===== src/rtl/bcd_pkg.sv =====
// Shared types and constants for the binary-to-BCD display path.
// Optional leading-zero blanking is selected with BCD_BLANK_EN.
package bcd_pkg;

    typedef enum logic [1:0] {
        IDLE   = 2'd0,
        SHIFT  = 2'd1,
        FINISH = 2'd2
    } state_t;

    localparam logic [3:0] BCD_BLANK  = 4'hF;
    localparam int         DIGITS     = 4;
    localparam int         MAXVAL_DEF = 9999;

endpackage


===== src/rtl/bcd_add3.sv =====
// Double-dabble digit correction: add 3 to a BCD nibble when >= 5.
// Purely combinational, one instance per digit.
module bcd_add3 (
    input  logic [3:0] din,
    output logic [3:0] dout
);

    assign dout = (din >= 4'd5) ? din + 4'd3 : din;

endmodule


===== src/rtl/bcd_conv_ctrl.sv =====
// Sequential binary-to-BCD converter, one bit per clock, saturating.
// Define BCD_BLANK_EN for leading-zero blanking of digits A..C.
module bcd_conv_ctrl
    import bcd_pkg::*;
#(
    parameter int WIDTH  = 14,
    parameter int MAXVAL = MAXVAL_DEF
) (
    input  logic             clk,
    input  logic             rst,
    input  logic             start,
    input  logic [WIDTH-1:0] value,
    output logic             busy,
    output logic             done,
    output logic             ovf,
    output logic [3:0]       A,
    output logic [3:0]       B,
    output logic [3:0]       C,
    output logic [3:0]       D
);

    localparam int CW = $clog2(WIDTH);
    localparam logic [CW-1:0] LAST = CW'(WIDTH - 1);
    localparam logic [WIDTH-1:0] SATV = WIDTH'(MAXVAL);

    state_t state, nstate;

    logic [WIDTH-1:0] bin_sr;
    logic [15:0]      bcd;
    logic [15:0]      bcd_adj;
    logic [15:0]      res;
    logic [CW-1:0]    cnt;
    logic             ovf_pend;
    logic             over;
    logic             load;
    logic             shift_en;
    logic             fin;

    // Compare at 32 bits so MAXVAL may exceed the input range.
    assign over = 32'(value) > 32'(MAXVAL);

    for (genvar i = 0; i < DIGITS; i++) begin : g_add3
        bcd_add3 u_add3 (
            .din  (bcd[4*i +: 4]),
            .dout (bcd_adj[4*i +: 4])
        );
    end

`ifdef BCD_BLANK_EN
    always_comb begin
        res = bcd;
        if (bcd[15:12] == 4'd0) begin
            res[15:12] = BCD_BLANK;
            if (bcd[11:8] == 4'd0) begin
                res[11:8] = BCD_BLANK;
                if (bcd[7:4] == 4'd0) begin
                    res[7:4] = BCD_BLANK;
                end
            end
        end
    end
`else
    assign res = bcd;
`endif

    always_ff @(posedge clk or negedge rst) begin
        if (!rst) begin
            state <= IDLE;
        end else begin
            state <= nstate;
        end
    end

    always_comb begin
        nstate = state;
        unique case (state)
            IDLE:    if (start) nstate = SHIFT;
            SHIFT:   if (cnt == LAST) nstate = FINISH;
            FINISH:  nstate = IDLE;
            default: nstate = IDLE;
        endcase
    end

    always_comb begin
        busy     = 1'b0;
        load     = 1'b0;
        shift_en = 1'b0;
        fin      = 1'b0;
        unique case (state)
            IDLE:    load = start;
            SHIFT: begin
                busy     = 1'b1;
                shift_en = 1'b1;
            end
            FINISH: begin
                busy = 1'b1;
                fin  = 1'b1;
            end
            default: busy = 1'b0;
        endcase
    end

    always_ff @(posedge clk or negedge rst) begin
        if (!rst) begin
            bin_sr   <= '0;
            bcd      <= '0;
            cnt      <= '0;
            ovf_pend <= 1'b0;
            done     <= 1'b0;
            ovf      <= 1'b0;
            A        <= 4'h0;
            B        <= 4'h0;
            C        <= 4'h0;
            D        <= 4'h0;
        end else begin
            done <= fin;
            if (load) begin
                bin_sr   <= over ? SATV : value;
                ovf_pend <= over;
                bcd      <= '0;
                cnt      <= '0;
            end else if (shift_en) begin
                {bcd, bin_sr} <= {bcd_adj, bin_sr} << 1;
                cnt           <= cnt + CW'(1);
            end
            if (fin) begin
                {A, B, C, D} <= res;
                ovf          <= ovf_pend;
            end
        end
    end

endmodule


===== config.mk =====
export PLATFORM = sky130hd
export DESIGN_NAME = bcd_conv_ctrl
export DESIGN_NICKNAME = d
export VERILOG_FILES = /design/src/rtl/bcd_pkg.sv /design/src/rtl/bcd_add3.sv /design/src/rtl/bcd_conv_ctrl.sv
export SDC_FILE = /design/constraint.sdc
export NUM_CORES = 1
export LEC_CHECK = 0
export BUFFER_PORTS_ARGS = -buffer_cell sky130_fd_sc_hd__buf_4
export CORE_MARGIN = 2
export CORE_UTILIZATION = 60
export CTS_BUF_LIST = sky130_fd_sc_hd__clkbuf_4 sky130_fd_sc_hd__clkbuf_8
export CTS_CLUSTER_DIAMETER = 100
export DETAILED_ROUTE_END_ITERATION = 6
export HOLD_SLACK_MARGIN = 0.12
export PLACE_DENSITY = 0.84
export REMOVE_ABC_BUFFERS = 1
export SLEW_MARGIN = 25
export SYNTH_ARGS = -nofsm -noshare
export SYNTH_HDL_FRONTEND = slang
export SYNTH_SLANG_ARGS = --single-unit

===== constraint.sdc =====
create_clock -name clk -period 2.31 [get_ports clk]
set_input_delay 0.462 -clock clk [delete_from_list [all_inputs] [get_ports clk]]
set_output_delay 0.462 -clock clk [all_outputs]
set_load 0.03 [all_outputs]

==> results.md <==
- Static power due to leakage: 1.476 nW
- Ordered list of cells on the worst path: inv_1 -> ha_1 -> and2_4 -> nand3_1 -> o211ai_1
- Transition time at the pin with the least slew margin: roughly 0.67 ns
- Grt total ovfl: 0
- Die outline width: 71.32 microns
- Vertical extent of the die: a little over 70 microns
- Clock tree from TritonCTS: done
- Worst flop-to-flop path endpoint: bin_sr[1]$_DFFE_PN0P_
- Number of distinct library cells after synthesis: 31
- Overall routed net length: ~5 mm
- Vias post-DR: 1963
- Num ports: 36
- Vias/cell: between 5 and 6
- Worst setup startpoint: state[0]$_DFFE_PN0P_
- Tmin final: between 1.5 and 2 ns
- Final estimated routing congestion in global placement: 0.7604
- Tightest slew margin relative to the limit: 55.66%
- DRC violations left: 0
- Fmax: ~570 MHz
- Post-DP HPWL: ~3.4 mm
- Antenna violations before repair: 0
- Final design area excluding fillers: slightly above 0.003 sq mm
- Gr usage total: between 20% and 30%
- Yosys reg bits: between 50 and 60
- Avg Inst Size Synth: between 10 and 15 sq um
- Count of buffering cells on the critical path with inverters included: 1
- Synthesized area: around 0.0027 sq mm
- Ys flop type: dfrtp_1
- Hold violation total from the final report: 0
- Gate count of the mapped netlist: 260
- Synth Warn #: 0
- Critical Path Slowest Stage Cell: and2_4
- Cell Area, Placed: between 0.003 and 0.004 sq mm
- Number of core rows: 24
- Design Power: between 3 and 4 mW
- Total power density per cell area: 1128 mW/mm^2
- Iteration-0 DRC count of the detailed router: approximately 190
- Post-synth EDFFs: 0
- Part of the Yosys area used for sequential elements: 50.62%
- Final setup fails: 0
- Share of post-route cells with drive strength above 1: 22.15%
- Reg2reg path depth: 5
- Final worst setup slack: 0.5541 ns
- PostCTS Resize Cnt: 0
- Initial DRT Pass Iterations: 4
- Register-to-register setup slack: 0.55 ns
- Port Buffers: 35
- Required time at the worst-slack endpoint: between 2 and 3 ns
- Cell Count, Final, Fillers Out: between 300 and 400
- Maximum Capacitance Violations: 0
- Maximum number of pins on one net before global-route repair: 56
- Signal arrival time at the worst endpoint: around 2.0 ns
- Type of origin of the critical path: register
- Post-CTS setup buffer count: 0
- Clock-pin slew reported for the worst setup and hold paths after clock tree synthesis: roughly 0.09 ns
- Max VDD drop: 671.9 uV
- DP Worst Slack: around 0.57 ns
- Number of hold buffers added after CTS: 0
- Number of H-tree levels: 2
- Number of nets in the finished design: 321
- Unrepaired setup endpoints after global routing: false
- Final-report max-slew violation count: 0
- # diodes: 0
- Effective utilization at floorplan: roughly 62%
- Worst reg2reg path startpoint: state[0]$_DFFE_PN0P_
- Area of the core: 0.004354 sq mm
- Kind of capture point of the worst setup path: register
- Clock Root Buffer: clkbuf_8
- Run status: finished, final reports clean
- Ys async rst share: 100.0%
- CTS Sinks: between 50 and 60
- Class of the worst hold path: in2async
- Ratio of final minimum period to clock period: 76.02%
- Setup TNS: 0 ns
- Crit Path Category: reg2reg
- Final clock skew: around 0.0076 ns
- Global-route wire length before repair: a little over 8 mm
- Clock Path Buffers: 2
- Worst hold margin: about 0.19 ns
- Layout-stage area growth over the synthesis result: 13.53%
- Overall die area: about 0.0051 sq mm
- CTS Buf Count: 5
- Placed cell count: around 340
- Utilization after layout: about 70%
- Average routed wire per standard cell: 14.48 microns
- Clock network latency to the later pin of the worst-skew pair: 0.30 ns
- Kind of cell with the highest combined delay on the critical path: simple AND/OR/NAND/NOR gates
- Top fanout value on the critical path: 42
- Maximum cell stage delay along the critical path: 0.41 ns
- Count of nets left with antenna violations after detail routing: 0
- Number of global-route vias before repair: around 1900
-- synth_stat cells (8+ instances only) --
master	count	area, sq um
nand3_1	8	40.04
mux2i_1	14	140.1
o21ai_0	22	110.1
a21oi_1	15	75.07
nor2_1	12	45.04
mux2_2	18	202.7
nand2_1	29	108.9
ha_1	14	175.2
dfrtp_1	55	1376
buf_2	8	40.04
inv_1	11	41.29
-- cell type report --
class | count | area (sq um)
Sequential cell | 55 | 1376
Clock buffer | 6 | 76.32
Tap cell | 52 | 65.06
Timing Repair Buffer | 38 | 297.8
Multi-Input combinational cell | 179 | 1230
Inverter | 11 | 41.29
Fill cell | 321 | 1267
-- sequential cells by signal, summed over array words and instances (netlist names) --
signal	cells
bcd	16
bin_sr	14
A	4
B	4
C	4
D	4
cnt	4
state	2
done	1
ovf	1
ovf_pend	1
-- logic make-up (layout without fill, tap and decap cells) --
| group | Yosys count | count (layout) | synth area share (%) |
|---|---|---|---|
| AO/OA/AOI/OAI | 55 | 55 | 11.55 |
| adder cells (fa/ha/maj) | 14 | 14 | 6.443 |
| buffers and inverters | 26 | 55 | 4.234 |
| XOR/XNOR | 4 | 4 | 1.289 |
| multiplexers | 32 | 32 | 12.61 |
| flip-flops | 55 | 55 | 50.62 |
| AND/OR/NAND/NOR | 74 | 74 | 13.25 |
-- layout by cell type (no fill, tap or decap), drive strengths merged --
cell,netlist,routed
dfrtp,55,55
buf,9,38
nand2,29,29
o21ai,22,22
mux2,18,18
a21oi,15,15
mux2i,14,14
ha,14,14
nor2,12,12
inv,11,11
nand3,8,8
o211ai,6,6
o22ai,6,6
clkbuf,6,6
nand3b,4,4
nand2b,4,4
and3,4,4
nor3,4,4
xor2,3,3
nor3b,3,3
a211oi,3,3
nand4,2,2
and2,1,1
nor4,1,1
a21boi,1,1
nor2b,1,1
o21a,1,1
or4b,1,1
o32ai,1,1
xnor2,1,1
-- report_power, final --
| part | total, mW | switching, mW | internal (mW) |
|---|---|---|---|
| logic | 1.47 | 0.821 | 0.650 |
| clock network | 0.495 | 0.281 | 0.215 |
| registers | 1.51 | 0.253 | 1.26 |
-- worst max path at each step --
stage	endpoint	slack, ns	depth (start not counted)
after floorplan	bcd[14]$_DFFE_PN0P_	-0.03	4
after global placement	bin_sr[10]$_DFFE_PN0P_	0.69	5
after detailed placement	bin_sr[1]$_DFFE_PN0P_	0.57	5
after CTS	bin_sr[3]$_DFFE_PN0P_	0.53	5
after global routing	bin_sr[10]$_DFFE_PN0P_	0.39	5
final	bin_sr[1]$_DFFE_PN0P_	0.55	5
-- per-layer routing --
layer | part of all wire [%] | GRT usage [%] | vias to the layer above
li1 | - | - | 958
met5 | 0 | 0 | -
met1 | 44 | 24.98 | 945
met4 | 1.2 | 6.709 | 0
met2 | 50 | 35.60 | 54
met3 | 5.0 | 5.204 | 6
Note: power is estimated with default switching activity, not from simulation.
